==> src/rtl/timer_array_pkg.sv <==
// rtl/timer_array_pkg.sv - shared channel state encodings for timer_array
package timer_array_pkg;

  localparam int TIMR_STATE_W = 2;

  localparam logic [TIMR_STATE_W-1:0] TIMR_IDLE_S  = 2'd0;
  localparam logic [TIMR_STATE_W-1:0] TIMR_COUNT_S = 2'd1;

endpackage

==> src/rtl/timer_array_channel.sv <==
// rtl/timer_array_channel.sv - one timer channel: FSM, counter, latched limit and mode
module timer_channel
  import timer_array_pkg::*;
#(
  parameter int WIDTH = 21
) (
  input  logic             clk,
  input  logic             rst,
  input  logic             clr,
  input  logic             tick,
  input  logic             start,
  input  logic             stop,
  input  logic             periodic,
  input  logic [WIDTH-1:0] limit,
  output logic             pulse,
  output logic             busy
);

  logic [TIMR_STATE_W-1:0] state;
  logic [WIDTH-1:0]        cnt;
  logic [WIDTH-1:0]        lim_q;
  logic                    per_q;

  // Priority within a cycle: clr > stop > start > terminal count.
  always_ff @(posedge clk or posedge rst) begin
    if (rst) begin
      state <= TIMR_IDLE_S;
      cnt   <= '0;
      lim_q <= '0;
      per_q <= 1'b0;
      pulse <= 1'b0;
    end else if (clr) begin
      state <= TIMR_IDLE_S;
      cnt   <= '0;
      lim_q <= '0;
      per_q <= 1'b0;
      pulse <= 1'b0;
    end else begin
      pulse <= 1'b0;
      case (state)
        TIMR_IDLE_S: begin
          if (start && !stop) begin
            lim_q <= limit;
            per_q <= periodic;
            cnt   <= '0;
            state <= TIMR_COUNT_S;
          end
        end
        TIMR_COUNT_S: begin
          if (stop) begin
            cnt   <= '0;
            state <= TIMR_IDLE_S;
          end else if (start) begin
            lim_q <= limit;
            per_q <= periodic;
            cnt   <= '0;
          end else if (tick) begin
            if (cnt == lim_q) begin
              pulse <= 1'b1;
              cnt   <= '0;
              if (!per_q) state <= TIMR_IDLE_S;
            end else begin
              cnt <= cnt + WIDTH'(1);
            end
          end
        end
        default: begin
          cnt   <= '0;
          state <= TIMR_IDLE_S;
        end
      endcase
    end
  end

  assign busy = (state == TIMR_COUNT_S);

endmodule

==> src/rtl/timer_array.sv <==
// rtl/timer_array.sv - multi-channel interval timer sharing one free-running prescaler
module timer_array
  import timer_array_pkg::*;
#(
  parameter int NUM_CH     = 4,
  parameter int WIDTH      = 21,
  parameter int PRESCALE_W = 8
) (
  input  logic                    CLK,
  input  logic                    RST,
  input  logic                    CLR,
  input  logic [PRESCALE_W-1:0]   PRESCALE,
  input  logic [NUM_CH-1:0]       START,
  input  logic [NUM_CH-1:0]       STOP,
  input  logic [NUM_CH-1:0]       PERIODIC,
  input  logic [NUM_CH*WIDTH-1:0] LIMIT,
  output logic [NUM_CH-1:0]       PULSE,
  output logic [NUM_CH-1:0]       BUSY
);

  logic [PRESCALE_W-1:0] pcnt;
  logic                  tick;

  // >= rather than == so lowering PRESCALE mid-run never forces a wrap.
  assign tick = (pcnt >= PRESCALE);

  always_ff @(posedge CLK or posedge RST) begin
    if (RST) begin
      pcnt <= '0;
    end else if (CLR || tick) begin
      pcnt <= '0;
    end else begin
      pcnt <= pcnt + PRESCALE_W'(1);
    end
  end

  for (genvar i = 0; i < NUM_CH; i++) begin : g_ch
    timer_channel #(.WIDTH(WIDTH)) u_ch (
      .clk      (CLK),
      .rst      (RST),
      .clr      (CLR),
      .tick     (tick),
      .start    (START[i]),
      .stop     (STOP[i]),
      .periodic (PERIODIC[i]),
      .limit    (LIMIT[i*WIDTH +: WIDTH]),
      .pulse    (PULSE[i]),
      .busy     (BUSY[i])
    );
  end

endmodule
==> config.mk <==
export PLATFORM = sky130hd
export DESIGN_NAME = timer_array
export DESIGN_NICKNAME = d
export VERILOG_FILES = /design/src/rtl/timer_array_pkg.sv /design/src/rtl/timer_array_channel.sv /design/src/rtl/timer_array.sv
export SDC_FILE = /design/constraint.sdc
export NUM_CORES = 1
export LEC_CHECK = 0
export CAP_MARGIN = 20
export CORE_MARGIN = 10
export CORE_UTILIZATION = 25
export CTS_CLUSTER_SIZE = 20
export DETAILED_ROUTE_END_ITERATION = 6
export GPL_TIMING_DRIVEN = 1
export SYNTH_ARGS = -nofsm -noshare
export SYNTH_HDL_FRONTEND = slang
export SYNTH_SLANG_ARGS = --single-unit
export TNS_END_PERCENT = 20
==> constraint.sdc <==
create_clock -name CLK -period 10.67 [get_ports CLK]
set_input_delay 1.067 -clock CLK [delete_from_list [all_inputs] [get_ports CLK]]
set_output_delay 1.067 -clock CLK [all_outputs]
set_load 0.02 [all_outputs]
## Yosys cells after proc, flatten, opt, wreduce, memory -nomap -nowiden

Cells that the tools add are included.

| storage, ports and cells | value |
|---|---|
| register bits | 192 |
| output and inout bits | 8 |
| bits of input ports | 107 |
| word-level logic and storage cells | 221 |

| operators by class | value |
|---|---|
| reduce and logical (&&, ||, !) cells | 29 |
| muxes and demuxes | 125 |
| eq/ne operators | 40 |
| add/subtract/negate cells | 5 |
| magnitude comparators | 1 |

Operators with widths:

| cell | count |
|---|---|
| $mux 21 | 40 |
| $pmux 21 s2 | 8 |
| $add 21x1->21 const B | 4 |
| $eq 21x21->1 | 4 |
| $ne 4x4->1 const B | 16 |
| $mux 2 | 28 |
| $mux 1 | 40 |
| $ne 3x3->1 const B | 8 |
| $ne 5x5->1 const B | 4 |
| $reduce_and 5->1 | 4 |
| $pmux 2 s2 | 4 |
| $reduce_and 4->1 | 4 |
| $ne 3x2->1 const B | 4 |
| $reduce_bool 3->1 | 4 |
| $add 8x1->8 const B | 1 |
| $eq 2x1->1 const B | 4 |
| $ge 8x8->1 | 1 |
| $logic_not 2->1 | 4 |
| $mux 8 | 1 |
| $pmux 1 s2 | 4 |
| $reduce_and 2->1 | 4 |
| $logic_and 1x1->1 | 4 |
| $logic_not 1->1 | 4 |
| $logic_or 1x1->1 | 1 |

## Depth between registers and ports, before layout

| depth | value |
|---|---|
| depth in word-level cells | 7 |
| depth in mapped cells | 10 |
| depth with buffers taken out | 8 |

## Modules after synthesis

A second synthesis with hierarchy kept.

| unflattened totals | value |
|---|---|
| cells, all modules | 868 |
| area, all modules | 9461.6 sq um |

By module, submodules not included:

| module | cells each | seq. area each (sq um) | area an instance (sq um) | instances |
|---|---|---|---|---|
| timer_channel | 202 | 1126.1 | 2220.9 | 4 |
| timer_array | 60 | 200.2 | 578.1 | 1 |

## Worst setup path after synthesis

OpenSTA, ideal clock, no wires.

| timing | value |
|---|---|
| path kind | input to register |
| from | input port PRESCALE[2] |
| to | register g_ch[1].u_ch.cnt[13] |
| required time | 10.590 ns |
| slack | 7.628 ns |
| cell stages on the path | 10 |
| library setup time | 0.080 ns |
| arrival time | 2.961 ns |
| buffers on the path | 2 |
| cells stage by stage | inv_1 > ha_1 > and3_1 > o21ai_1 > nand4b_2 > a21oi_2 > buf_2 > buf_4 > o21ai_0 > a21oi_1 |

| on the way | value |
|---|---|
| word-level cells in the longest chain between the ends | 3 |

Ends and longest elaborated chain:

| element | line | text |
|---|---|---|
| start, declared | timer_array.sv:12 | `input logic [PRESCALE_W-1:0] PRESCALE,` |
| $ge 8x8->1 | timer_array.sv:25 | `assign tick = (pcnt >= PRESCALE);` |
| $ne 5x5->1 (no source line) | n/a |  |
| $reduce_and 2->1 (no source line) | n/a |  |
| end signal, assigned | timer_array_channel.sv:63 | `cnt <= cnt + WIDTH'(1);` |
| end, declared | timer_array_channel.sv:20 | `logic [WIDTH-1:0] cnt;` |

Every way passes these cells.
A chain may end at the register's enable or synchronous reset.

## Worst setup path in the final report

Ends and elaborated chain as after synthesis.

==> summary.md <==
| Metric | Value |
|---|---|
| Required time reported for the critical path endpoint | `11040 ps` |
| Crit Path Max Fanout | `26` |
| Maximum VDD drop | `105 uV` |
| Number of warnings reported in the yosys synthesis log | `0` |
| Share of the clock period used by the worst path | `35.7%` |
| DR iter-0 viols | `548` |
| Area taken by multi-input logic gates | `4820 sq um` |
| Worst hold margin | `508 ps` |
| Die outline area | `48000 sq um` |
| Core region area | `38900 sq um` |
| Overall via count from detail_route | `7765` |
| Final RePlAce weighted congestion | `0.834` |
| Most instantiated flip-flop cell in the synthesis netlist | `dfrtp_1` |
| Max-capacitance violation count | `0` |
| Half-perimeter wire length after placement | `20.6 mm` |
| Post-route clock skew | `16.4 ps` |
| Filler Cell Count | `4031` |
| Starting utilization of the core area | `25.5%` |
| Number of antenna violations at the first check in global routing | `4` |
| Number of global-route vias before repair | `7878` |
| Synth-to-layout area growth | `22.5%` |
| Synth top cells by count | `dfrtp_1 (188), a22o_1 (94), xnor2_1 (81)` |
| Final critical delay including setup and external delays | `3810 ps` |
| Setup violations, final | `0` |
| Drt first pass iters | `5` |
| Boundary Pins | `115` |
| Buffer levels on the longest clock path | `2` |
| # port buffers | `114` |
| Wirelength, routed | `28.0 mm` |
| FF+latch area | `4700 sq um` |
| Outcome | `completed` |
| RSZ-0062 raised after global routing | `false` |
| First-pass GRT wire length | `45.0 mm` |
| TritonCTS Sinks | `188` |
| Number of hold violations in the final report | `0` |
| Count of different cell masters after synthesis | `73` |
| Timing-limited maximum frequency | `263 MHz` |
| Type of the tightest min-delay check | `flop to flop` |
| Area leader, netlist | `dfrtp_1` |
| Pwr Density | `129 nW/um^2` |
| Clock tree from TritonCTS | `built` |
| Fraction of synthesis flops using an asynchronous set or reset pin | `100%` |
| Largest cells by area after synthesis | `dfrtp_1 (47%), a22o_1 (8.3%), xnor2_1 (7.2%)` |
| Number of gates resized after CTS | `0` |
| Die W | `219 um` |
| Area share of the leading cell type in the synthesized netlist | `47.5%` |
| Setup Crit Path Kind | `input port to flop` |
| CTS H-tree lvls | `4` |
| Routed wire length per instance | `17.8 um` |
| Worst-skew pair later-pin latency | `450 ps` |
| Avg Cell Area, Syn | `10.5 sq um` |
| Largest net degree at the start of global routing | `115` |
| Post-CTS setup buffer count | `0` |
| Pleak | `4.89 nW` |
| TNS Setup | `0 ps` |
| Clock-pin slew on the worst setup and hold paths | `80 ps` |
| Most frequent cell after synthesis | `dfrtp_1` |
| Cell count after placement | `1538` |
| Number of instances in the synthesized netlist | `945` |
| Count of flip-flops with a built-in enable after synthesis | `0` |
| TritonCTS buffer count | `17` |
| Worst setup EP type | `flop` |
| Total of flip-flops plus latches after synthesis | `188` |
| Final instance count without filler cells | `1574` |
| Total global routing track utilization | `11.8%` |
| Data arrival at the endpoint of the critical path | `4180 ps` |
| Slew HR | `34.4%` |
| NumNets Final | `1161` |
| Pins over their slew limit | `0` |
| Hold-fix buffers at CTS | `0` |
| Antenna violation net count after detailed routing | `0` |
| Register area share after synthesis | `47.5%` |
| Die Span Y | `219 um` |
| Netlist area before placement | `9900 sq um` |
| Worst slew pin tran | `984 ps` |
| Layout cell share with drive strength beyond 1 | `7.78%` |
| Total overflow reported by the global router | `0` |
| Standard-cell rows | `72` |
| Master cell of the clock root buffer | `clkbuf_16` |
| DRC viols | `0` |
| Nature of the critical path startpoint | `input port` |
| Per-cell via count in the routed design | `4.93` |
| Net count after synthesis | `1065` |
-- final timing paths --
| check | cells past startpoint | slack [ps] | end | start |
|---|---|---|---|---|
| max | 9 | 6860 | g_ch[1].u_ch.cnt[13] | PRESCALE[2] |
| min reg2reg | 1 | 510 | g_ch[1].u_ch.per_q | g_ch[1].u_ch.per_q |
| max reg2reg | 7 | 7570 | g_ch[1].u_ch.cnt[13] | pcnt[2] |
| min | 1 | 510 | g_ch[1].u_ch.per_q | g_ch[1].u_ch.per_q |
| min in group asynchronous | 2 | 900 | g_ch[2].u_ch.lim_q[8] | RST |
| max in group asynchronous | 4 | 7980 | g_ch[2].u_ch.cnt[10] | RST |
-- kinds of logic after synthesis --
group,share of synthesized area (%)
AOI/OAI and AO/OA,18.7
and+or+nand+nor,17.8
xor gates and xnor gates,9.98
muxes,0.531
adders and majority gates,1.64
DFF,47.5
buffers and inverters,3.90
-- area by class of cell --
type                            instances  area share (%)
Multi-Input combinational cell        678            39.7
Sequential cell                       188            38.8
Timing Repair Buffer                  127            10.4
Tap cell                              518            5.34
Clock buffer                           17            3.51
Clock inverter                         15            1.29
Inverter                               29           0.938
Antenna cell                            2          0.0412
-- registers in the layout, summed over array words and instances (netlist names) --
register / count
g_ch.u_ch.cnt: 84
g_ch.u_ch.lim_q: 84
g_ch.u_ch.per_q: 4
g_ch.u_ch.pulse: 4
g_ch.u_ch.state: 4
pcnt: 8
-- cells in the final DEF (no fill, tap or decap), types with 12 or more instances in the layout --
master           count
xor2_1              30
nand2_1             43
and3_1              22
a22o_1              94
o21ai_0             13
buf_4               12
or4_1               26
xnor2_1             81
o31ai_1             29
nor2_1              51
clkdlybuf4s50_1    114
or3_1               14
a21oi_1             45
ha_1                13
dfrtp_1            188
inv_1               28
nand3_1             43
clkbuf_16           17
nand4_1             43
-- per-stage QoR --
| step | setup slack [ps] | instance area [sq um] | total power, mW | utilization, % |
|---|---|---|---|---|
| 2_1_floorplan | 4490 | 9900 | 0.847 | - |
| 3_3_place_gp | 6500 | 11500 | 0.926 | 29.6 |
| 3_5_place_dp | 6410 | 11500 | 0.927 | 29.6 |
| 4_1_cts | 6880 | 12100 | 1.57 | 31.1 |
| 5_1_grt | 6570 | 12100 | 1.62 | 31.2 |
| 6_report | 6860 | 12100 | 1.56 | 31.2 |
-- critical path, cell delays in order --
cell	delay (ps)
clkdlybuf4s50_1	450
inv_1	70
ha_1	310
and3_1	190
o21ai_1	380
nand4b_2	420
a21oi_2	910
o21ai_0	210
a21oi_1	170
-- power by group --
part / switching, mW / leakage, nW / internal (mW) / total, mW
sequential: 0.0168 / 2.59 / 0.730 / 0.747
clock: 0.316 / 0.287 / 0.332 / 0.648
combinational: 0.0866 / 2.02 / 0.0790 / 0.166
total: 0.419 / 4.89 / 1.14 / 1.56
-- routing by layer --
metal	global-route usage [%]	part of all wire, %	routed length (um)
met3	2.59	4.7	1310
met1	16.0	47	13200
met5	0	0.082	23
met2	18.3	47	13100
met4	3.61	1.2	332
No activity file was read; power rests on OpenSTA's default activity.
